File: src/rtl/unidade_controle_multiciclo.sv
// Multi-cycle control unit: owns PC and IR, sequences BUSCA..ESCRITA.
// Ports: clock/reset(active-low async), instrucao, flagALU in; pc, ALU/regfile/mem controls out.
module unidade_controle_multiciclo #(
  parameter int LARGURA_PC = 32,
  parameter logic [LARGURA_PC-1:0] PC_INICIAL = '0
) (
  input  logic                  clock,
  input  logic                  reset,
  input  logic [31:0]           instrucao,
  input  logic                  flagALU,
  output logic [LARGURA_PC-1:0] pc,
  output logic [5:0]            opcodeALU,
  output logic [4:0]            endRs,
  output logic [4:0]            endRt,
  output logic [4:0]            endEscrita,
  output logic [31:0]           imediatoExtendido,
  output logic                  escreveReg,
  output logic                  selDadoEscrita,
  output logic                  leMem,
  output logic                  escreveMem,
  output logic                  parado,
  output logic                  instrucaoInvalida
);

  typedef enum logic [2:0] {
    BUSCA,
    DECODIFICA,
    EXECUTA,
    MEMORIA,
    ESCRITA,
    PARADO
  } estado_t;

  localparam logic [5:0] OP_ADDI = 6'd2;

  estado_t r_estado;
  estado_t w_prox;

  logic [31:0]           r_ir;
  logic [LARGURA_PC-1:0] r_pc;
  logic                  r_invalida;

  logic [5:0]            w_op;
  logic [31:0]           w_imm;
  logic [LARGURA_PC-1:0] w_off;
  logic [LARGURA_PC-1:0] w_alvo;
  logic [LARGURA_PC-1:0] w_pc_mais1;

  logic w_tipoR;
  logic w_tipoI;
  logic w_lw;
  logic w_sw;
  logic w_j;
  logic w_halt;
  logic w_branch;
  logic w_ilegal;

  assign w_op       = r_ir[31:26];
  assign w_imm      = {{16{r_ir[15]}}, r_ir[15:0]};
  assign w_off      = LARGURA_PC'(signed'(w_imm));
  assign w_alvo     = LARGURA_PC'({6'd0, r_ir[25:0]});
  assign w_pc_mais1 = r_pc + LARGURA_PC'(1);

  // Exactly one class flag is high for any opcode.
  always_comb begin
    w_tipoR  = 1'b0;
    w_tipoI  = 1'b0;
    w_lw     = 1'b0;
    w_sw     = 1'b0;
    w_j      = 1'b0;
    w_halt   = 1'b0;
    w_branch = 1'b0;
    w_ilegal = 1'b0;
    case (w_op) inside
      6'd0, 6'd1, [6'd4:6'd11], 6'd15:
        w_tipoR = 1'b1;
      6'd2, 6'd3, [6'd12:6'd14]:
        w_tipoI = 1'b1;
      6'd16:
        w_lw = 1'b1;
      6'd17:
        w_sw = 1'b1;
      6'd18:
        w_j = 1'b1;
      6'd19:
        w_halt = 1'b1;
      [6'd22:6'd25]:
        w_branch = 1'b1;
      default:
        w_ilegal = 1'b1;
    endcase
  end

  always_ff @(posedge clock or negedge reset) begin
    if (!reset) begin
      r_estado <= BUSCA;
    end else begin
      r_estado <= w_prox;
    end
  end

  always_comb begin
    w_prox = r_estado;
    unique case (r_estado)
      BUSCA:
        w_prox = DECODIFICA;
      DECODIFICA: begin
        unique case (1'b1)
          w_halt:   w_prox = PARADO;
          w_j:      w_prox = BUSCA;
          w_ilegal: w_prox = BUSCA;
          default:  w_prox = EXECUTA;
        endcase
      end
      EXECUTA: begin
        unique case (1'b1)
          w_branch:    w_prox = BUSCA;
          w_lw | w_sw: w_prox = MEMORIA;
          default:     w_prox = ESCRITA;
        endcase
      end
      MEMORIA:
        w_prox = w_lw ? ESCRITA : BUSCA;
      ESCRITA:
        w_prox = BUSCA;
      PARADO:
        w_prox = PARADO;
      default:
        w_prox = BUSCA;
    endcase
  end

  // PC/IR datapath; pc already points past the branch when the offset is added.
  always_ff @(posedge clock or negedge reset) begin
    if (!reset) begin
      r_pc       <= PC_INICIAL;
      r_ir       <= '0;
      r_invalida <= 1'b0;
    end else begin
      case (r_estado)
        BUSCA: begin
          r_ir <= instrucao;
          r_pc <= w_pc_mais1;
        end
        DECODIFICA: begin
          if (w_j) begin
            r_pc <= w_alvo;
          end
          if (w_ilegal) begin
            r_invalida <= 1'b1;
          end
        end
        EXECUTA: begin
          if (w_branch && flagALU) begin
            r_pc <= r_pc + w_off;
          end
        end
        default: begin
        end
      endcase
    end
  end

  // Strobes decode only the state register and IR, never instrucao.
  always_comb begin
    opcodeALU      = 6'd0;
    endEscrita     = 5'd0;
    escreveReg     = 1'b0;
    selDadoEscrita = 1'b0;
    leMem          = 1'b0;
    escreveMem     = 1'b0;
    parado         = 1'b0;
    unique case (1'b1)
      w_tipoR: begin
        opcodeALU  = w_op;
        endEscrita = r_ir[15:11];
      end
      w_tipoI: begin
        opcodeALU  = w_op;
        endEscrita = r_ir[20:16];
      end
      w_lw: begin
        opcodeALU  = OP_ADDI;
        endEscrita = r_ir[20:16];
      end
      w_sw:
        opcodeALU = OP_ADDI;
      w_branch:
        opcodeALU = w_op;
      default: begin
      end
    endcase
    unique case (r_estado)
      MEMORIA: begin
        leMem      = w_lw;
        escreveMem = w_sw;
      end
      ESCRITA: begin
        escreveReg     = 1'b1;
        selDadoEscrita = w_lw;
      end
      PARADO:
        parado = 1'b1;
      default: begin
      end
    endcase
  end

  assign pc                = r_pc;
  assign endRs             = r_ir[25:21];
  assign endRt             = r_ir[20:16];
  assign imediatoExtendido = w_imm;
  assign instrucaoInvalida = r_invalida;

endmodule

File: config.mk
export PLATFORM = sky130hd
export DESIGN_NAME = unidade_controle_multiciclo
export DESIGN_NICKNAME = d
export VERILOG_FILES = /design/src/rtl/unidade_controle_multiciclo.sv
export SDC_FILE = /design/constraint.sdc
export NUM_CORES = 1
export LEC_CHECK = 0
export CORE_MARGIN = 2
export CORE_UTILIZATION = 47
export CTS_BUF_LIST = sky130_fd_sc_hd__clkbuf_2 sky130_fd_sc_hd__clkbuf_4 sky130_fd_sc_hd__clkbuf_8
export CTS_CLUSTER_DIAMETER = 60
export DETAILED_ROUTE_END_ITERATION = 16
export GPL_TIMING_DRIVEN = 0
export PLACE_DENSITY = 0.88
export SETUP_SLACK_MARGIN = 0.2
export SYNTH_ARGS = -nofsm -noshare
export SYNTH_HDL_FRONTEND = slang
export SYNTH_SLANG_ARGS = --single-unit
File: constraint.sdc
create_clock -name clock -period 4.35 [get_ports clock]
set_input_delay 0.435 -clock clock [delete_from_list [all_inputs] [get_ports clock]]
set_output_delay 0.435 -clock clock [all_outputs]
set_load 0.05 [all_outputs]
# Yosys cells after proc, flatten, opt, wreduce, memory -nomap -nowiden
# Cells that the tools add are included.
# word_totals
ff_bits	68
inputBits	35
# op_classes
add_sub_neg	2
magnitude_cmp	6
n_eq_ne	15
n_mux	49
bitwise_logic	1
n_reduce_logical	15
# op_table
op	count
one-hot mux 32 bit (3 select lines)	1
two-way mux 32 bit	2
two-way mux 1 bit	40
adder 32 x 1 -> 32 bit (second input constant)	1
adder 32 bit	1
equality test 6 x 5 -> 1 bit (second input constant)	4
one-hot mux 3 bit (5 select lines)	1
equality test 6 x 2 -> 1 bit (second input constant)	2
<= comparator 6 x 4 -> 1 bit (second input constant)	2
one-hot mux 3 bit (2 select lines)	2
one-hot mux 6 bit (2 select lines)	1
one-hot mux 5 bit (2 select lines)	1
equality test 3 x 2 -> 1 bit (second input constant)	2
equality test 3 bit (second input constant)	2
equality test 6 x 1 -> 1 bit (second input constant)	1
equality test 6 x 4 -> 1 bit (second input constant)	1
greater-or-equal comparator 6 x 3 -> 1 bit (second input constant)	1
greater-or-equal comparator 6 x 4 -> 1 bit (second input constant)	1
greater-or-equal comparator 6 x 5 -> 1 bit (second input constant)	1
<= comparator 6 x 5 -> 1 bit (second input constant)	1
zero test 6 bit	1
OR reduction 2 bit	3
OR reduction 3 bit	2
logical AND 1 bit	4
9 further kinds	10

# Logic depth before layout (Yosys ltp)
# Gate-level depths: netlist (run 1).
# logic_depth
word_depth	12
ltp_mapped	15
mapped_depth_nobuf	14

# Worst setup path before layout (run 1)
# No wires, ideal clock.
# synth_timing
path_type	register to register
start	register r_estado[2]
end	register r_pc[26], in the netlist pc[26]
arrival_ns	3.518
t_required_ns	4.279
slack_ns	0.761
stages_incl_launch_ff	15
path_buffers	3
synth_period_minus_slack_ns	3.589
path_cell_list	dfrtp_1 clkbuf_1 nor3b_1 clkbuf_1 and2_1 ha_1 buf_6 a2111o_1 o21ai_1 a211o_2 a21oi_2 a31o_4 a41o_1 a2111o_1 nand4_1
# synth_via
elab_chain_cells	3
# synth_lines
item	line_no	text
from (decl)	36	estado_t r_estado;
from (signal assigned)	98	r_estado <= w_prox;
equality test 3 x 2 -> 1 bit (tied with other cells)	140	case (r_estado)
inequality test 2 bit (no line) or nonzero test 3 bit (tied branches)	-	
AND reduction 3 bit (no line)	-	
to (signal assigned)	143	r_pc <= w_pc_mais1;
to (signal assigned)	147	r_pc <= w_alvo;
to (signal assigned)	155	r_pc <= r_pc + w_off;
to (decl)	40	logic [LARGURA_PC-1:0] r_pc;
# Parallel ways exist; a longest one is shown, timed or not.
# A chain may end at the register's enable or synchronous reset.

# Worst setup path after layout (run 1)
# layout_timing
start	register r_estado[1]
end	register r_pc[26], in the netlist pc[26]
# The elaborated chain is that of the path after synthesis.

==> results of run 1 <==
registers in the layout, summed over array words and instances (netlist names):
register	cells
instrucaoInvalida	1
pc	32
r_ir	32
r_estado	3
cell type report:
type | count | area [µm²]
Buffer | 70 | 433
Inverter | 8 | 30.0
Multi-Input combinational cell | 421 | 2850
Tap cell | 136 | 170
Fill cell | 858 | 3680
Clock buffer | 11 | 145
Sequential cell | 68 | 1700
Clock inverter | 4 | 50.0
Timing Repair Buffer | 127 | 1260
per-layer routing:
layer,part of all wire [%],up-vias,track usage (%)
met1,44,2314,32.2
met5,0,-,0
met4,1.0,0,5.57
li1,-,2258,-
met2,48,169,40.7
met3,7.1,17,5.78
critical path, delay by kind of cell, from the launching register on:
kind,cells,cell delay (ns)
AO/OA/AOI/OAI,7,1.58
AND/OR/NAND/NOR,4,0.68
buffers and inverters,3,0.68
adder cells (fa/ha/maj),1,0.42
flip-flops,1,0.32
worst min-delay path by stage:
stage                       from                 to  slack (ns)  cells past startpoint
6_report                   reset            r_ir[3]        0.20                      1
5_1_grt                    reset            r_ir[2]        0.27                      1
4_1_cts                    reset            r_ir[3]        0.24                      1
3_5_place_dp   instrucaoInvalida  instrucaoInvalida        0.46                      1
3_3_place_gp   instrucaoInvalida  instrucaoInvalida        0.47                      1
2_1_floorplan              reset  instrucaoInvalida        0.14                      0
logic make-up (layout without fill, tap and decap cells):
family	count (synthesis)	after routing	synth area share (%)
AOI/OAI and AO/OA	157	157	20.2
and+or+nand+nor	173	173	16.4
muxes	37	37	8.21
other	1	1	0.0751
adders and majority gates	32	32	8.16
buffers and inverters	78	220	9.24
DFF	68	68	34.1
xor gates and xnor gates	21	21	3.68
what timing repair did:
| item | in CTS | in global routing |
|---|---|---|
| resized for setup | 3 | 1 |
| pin swaps | 0 | 1 |
| hold endpoints to repair | 0 | 0 |
| endpoints found under the setup margin | 22 | 5 |
| buffers inserted | 0 | 2 |
metrics by stage:
step                utilization, %  TNS [ns]  area [µm²]
floorplan                        -         0        5000
global placement              62.1    -0.975        6410
detailed placement            62.2     -2.82        6420
CTS                           64.2         0        6620
global route                  64.3         0        6640
finish                        64.3         0        6640
cell usage in the layout, fill, tap and decap left out, types with 2 or more instances in the layout:
cell	n
ha_1	31
nand3b_1	3
and2_1	16
inv_1	8
nand2_1	64
or2_2	2
buf_4	46
a21oi_1	45
o221ai_1	5
nor3_1	8
a31oi_1	4
or3_1	2
o21ai_0	42
nor2b_1	4
clkdlybuf4s50_1	123
a22o_1	6
nand2b_1	7
clkbuf_1	24
a2111o_1	2
and3b_1	2
nand3_1	7
a21o_1	14
nand4_1	5
o31a_1	3
nor2_1	41
o21bai_1	4
xor2_1	13
mux2_2	32
o21a_1	7
and3_1	5
clkbuf_8	10
clkinvlp_4	2
nor3b_1	3
mux2i_1	5
o211ai_1	2
a211oi_1	8
dfrtp_1	68
xnor2_1	8
==> impl_results.md, run 1 <==
- Vert. Die Dim: about 110 µm
- Reg2reg end: pc[26]
- Post-DP HPWL: about 10000 µm
- Synth top area share: about a third
- Pin count of the biggest net entering global routing: 69
- Synth async-reset ratio: 100%
- R2R Path Start: r_estado[1]
- Die X: between 100 and 150 µm
- Starting Density: around half
- Delay of the slowest cell on the worst path: 0.42 ns
- Fin Clk Skew: just over 0.007 ns
- Initial antenna violation count: 0
- Worst Tran Pin Value: 1.07 ns
- RSZ-0062 raised after global routing: no
- Placed cells: 828
- Synth cell count leaders: 68 x dfrtp_1, 64 x nand2_1, 45 x a21oi_1, 43 x buf_4, 42 x o21ai_0
- Post-synth EDFFs: 0
- Pre-CTS setup slack: -0.378 ns
- Clock Sinks: 68
- Top post-synthesis cells by area: dfrtp_1 34%, ha_1 7.8%, mux2_2 7.2%, buf_4 6.5%, nand2_1 4.8%
- Fin crit share: 88.3%
- Rel. slew slack: about 28%
- Max Transition Viols Final: 0
- Final Setup Violations: 0
- CP Launch Type: flop
- Crit path launch: r_estado[1]
- Vias: ~4800
- Final nets: a little under 800
- Clock Root Buffer: clkbuf_8
- DRT antenna net count: 0
- Final hold vios: 0
- Final hold slack: 0.201 ns
- Router iterations before antenna repair: 5
- First-pass GRT wire length: about 23000 µm
- Synth Cell Area: 0.00500 mm²
- Most frequent cell after synthesis: dfrtp_1
- Synth warnings: 0
- Setup WS post-layout: 0.507 ns
- Netlist cell types: 55
- CORE AREA: a little over 0.01 mm²
- Post-synthesis sequential area ratio: approximately a third
- Synthesized net count: around 630
- Post-DR wirelength/cell: 16.2 µm
- CP arrival: 4.07 ns
- Number of global-route vias before repair: 4675
- Die area: about 0.011 mm²
- Max-cap violations: 0
- Syn-to-layout area delta: 32.9%
- Worst-path clk slew: 0.08 ns
- WL final: roughly 14000 µm
- Clock buffer count from CTS: 9
- Layout cells sized above 1: between 10 and 15%
- Antenna fix cells: 0
- Gpl congestion: 0.916
- Post-synth top flop: dfrtp_1
- H-tree depth: 3
- Initial detailed-routing violation count: 189
- Outcome: complete, no violations
- Post-synth top area cell: dfrtp_1
- Worst setup EP type: flop
- Cts hold-fix bufs: 0
- Hold Crit Class: in2async
- Synthesized flop and latch total: roughly 70
- Crit-path max FO: 10
- Vias/cell: ~5.6
- Ports: 126
- Worst skew pair latency: roughly 0.35 ns
- Number of buffers inserted by port buffering: between 100 and 150
- Fmax achieved: around 0.26 GHz
- Period minus WS final: between 3 and 4 ns
- Critical Path RT: 4.58 ns
- GRT Overall Usage: about a quarter
- Mean Syn Cell Area: a little under 9 µm²
- Site Rows: 37
- Worst path cell trace: clkbuf_1 > nor3b_4 > buf_4 > clkbuf_2 > nand2_1 > fa_1 > nor2b_1 > o31a_1 > o21ai_1 > a211o_2 > a21oi_2 > a31o_4 > a41o_1 > a2111o_1 > nand4_1
- Post-route insts no fill: between 800 and 900
- Crit path capture: pc[26]
- Reg2Reg Depth: 15
- Grt ovf: 0
- Clk buf depth: 2
- Slowest-stage cell, CP: fa_1
- Cell count after synthesis: between 500 and 600
- CTS tree: built
- Worst reg2reg setup slack: roughly 0.51 ns
- DRC errors left: 0
- Setup CP Type: reg2reg
Power of run 1 is left out: the tool's default activity adds up to more than one toggle a clock period on the data nets, which glitch-free logic cannot reach.
==> run 2, diff against run 1 <==
--- a/config.mk
+++ b/config.mk
@@ -11,7 +11,7 @@
 export CTS_CLUSTER_DIAMETER = 60
 export DETAILED_ROUTE_END_ITERATION = 16
 export GPL_TIMING_DRIVEN = 0
-export PLACE_DENSITY = 0.88
+export PLACE_DENSITY = 0.77
 export SETUP_SLACK_MARGIN = 0.2
 export SYNTH_ARGS = -nofsm -noshare
 export SYNTH_HDL_FRONTEND = slang
==> run 2 against run 1 <==
Net effect: routed wire length is 2.5% higher; via count is 0.44% lower; utilization is 0.58 points higher; sequential share of layout area is 0.23 points lower; clock skew is 0.0039 ns higher; fmax is 1.6% higher; cell count stayed put; critical path depth is 1 lower; sequential cell count stayed put; largest cell class unchanged; worst setup slack better by 0.060 ns.
==> impl_results.md, run 2 (synthesized netlist as in run 1, its figures left out) <==
- Post-DP HPWL: between 10000 and 15000 µm
- Commonest non-fill, non-tap cell in the layout: clkdlybuf4s50_1
- Initial antenna violation count: 0
- Clk buf depth: 2
- Highest-count cells in the layout ignoring fill and taps: 123 x clkdlybuf4s50_1, 68 x dfrtp_1, 64 x nand2_1, 45 x a21oi_1, 45 x buf_4
- Final hold vios: 0
- First-pass GRT wire length: roughly 23000 µm
- Starting Density: between 40% and 50%
- RSZ-0062 raised after global routing: no
- Initial detailed-routing violation count: between 200 and 300
- CTS tree: built
- Vias/cell: approximately 5.6
- Met3 usage: 5.29%
- Crit path depth: 14
- Antenna fix cells: 0
- Router iterations before antenna repair: 5
- Worst Path Buf+Inv: 2
- Max-cap violations: 0
- Number of buffers inserted by port buffering: roughly 120
- Ports: between 100 and 150
- CP Launch Type: flop
- WL final: around 14000 µm
- Final hold slack: 0.203 ns
- Worst path cell trace: clkbuf_1 > nor3b_4 > clkbuf_2 > nand2_1 > fa_1 > nor2b_1 > o31a_1 > o21ai_1 > a211o_2 > a21oi_2 > a31o_4 > a41o_1 > a2111o_1 > nand4_1
- Vias: between 4000 and 5000
- Reg2Reg Depth: 14
- Final core area utilization: 64.9%
- Site Rows: 37
- Met1 Track Usage GR: between 30% and 40%
- Rel. slew slack: 39.4%
- Crit-path max FO: 10
- Post-route insts no fill: approximately 850
- Hold Crit Class: in2async
- Worst Tran Pin Value: 0.909 ns
- Worst-path clk slew: 0.07 ns
- Gr busiest metal: met2
- Grt ovf: 0
- H-tree depth: 3
- Vert. Die Dim: ~110 µm
- Pin count of the biggest net entering global routing: 69
- Worst setup EP type: flop
- Fin Clk Skew: ~0.011 ns
- Period minus WS final: 3.78 ns
- Final setup TNS: 0 ns
- Die area: around 0.011 mm²
- Critical Path RT: 4.58 ns
- Syn-to-layout area delta: 34.1%
- Placed cells: about 830
- Layout cells sized above 1: 14.7%
- Footprint of the multi-input gates: around 0.0028 mm²
- Register Area: between 0.0015 and 0.002 mm²
- Clock Sinks: 68
- Crit path max-delay family: compound AO/OA/AOI/OAI gates
- Fin crit share: roughly 87%
- GRT Overall Usage: approximately 25%
- Number of global-route vias before repair: roughly 4800
- Gpl congestion: roughly 1
- Delay of the slowest cell on the worst path: ~0.41 ns
- Clock buffer count from CTS: 9
- Worst skew pair latency: ~0.35 ns
- Max Transition Viols Final: 0
- Fmax achieved: ~0.26 GHz
- Die X: between 100 and 150 µm
- Slowest-stage cell, CP: fa_1
- Clock Root Buffer: clkbuf_8
- DRT antenna net count: 0
- Post-DR wirelength/cell: 16.6 µm
- Fillers: 870
- CORE AREA: 0.0103 mm²
- Setup CP Type: reg2reg
- Final nets: around 770
- Outcome: complete, no violations
- Final Setup Violations: 0
- CP arrival: between 4 and 5 ns
- DRC errors left: 0
- Grt met2 use: a little over two fifths
[run 2: cell types whose count changed in the layout (fill, tap and decap cells not counted), sizes merged]
cell | before | now
clkbuf | 36 | 35
clkinvlp | 2 | 1
bufinv | 1 | 4
clkdlybuf4s18 | 1 | 0
[run 2: final cells by class]
type                    count  share of cell area [%]
multi-input cells         421                    42.5
repair buffers            126                    18.7
plain buffers              70                    6.46
inverters                   8                   0.448
clock buffers              10                    1.96
well taps                 136                    2.54
clock inverters             6                    2.04
flip-flops and latches     68                    25.4
[run 2: path summary, 6_finish.rpt]
| kind | from | end | slack, ns |
|---|---|---|---|
| min in group clock | instrucaoInvalida | instrucaoInvalida | 0.51 |
| max | r_estado[0] | pc[26] | 0.57 |
| max reg2reg | r_estado[0] | pc[26] | 0.57 |
| min reg2reg | instrucaoInvalida | instrucaoInvalida | 0.51 |
| min | reset | pc[27] | 0.20 |
| max in group asynchronous | reset | pc[20] | 3.54 |
[run 2: metal layers]
layer  part of all wire, %  vias up
li1                      -     2254
met1                    42     2300
met2                    51      153
met3                   5.1       30
met4                   2.0        0
met5                     0        -
[run 2: what timing repair did]
item                                    CTS  global route
endpoints found under the setup margin   16            18
hold buffers                              0             0
buffers inserted                          0             1
pin swaps                                 0             1
resized for setup                         1             4
[run 2: metrics by stage]
stage / cell area [µm²] / setup slack [ns]
after floorplan: 5000 / 0.761
after global placement: 6410 / -0.0611
after detailed placement: 6410 / -0.144
after CTS: 6680 / 0.209
after global routing: 6700 / 0.312
final: 6700 / 0.567
Power of run 2 is left out for the same reason.
==> run 3, diff against run 2 <==
--- a/config.mk
+++ b/config.mk
@@ -5,6 +5,7 @@
 export SDC_FILE = /design/constraint.sdc
 export NUM_CORES = 1
 export LEC_CHECK = 0
+export CAP_MARGIN = 0
 export CORE_MARGIN = 2
 export CORE_UTILIZATION = 47
 export CTS_BUF_LIST = sky130_fd_sc_hd__clkbuf_2 sky130_fd_sc_hd__clkbuf_4 sky130_fd_sc_hd__clkbuf_8
==> results of run 3 <==
The final DEF is identical to that of run 2; final timing and power are the same.
Power of run 3 is left out for the same reason.
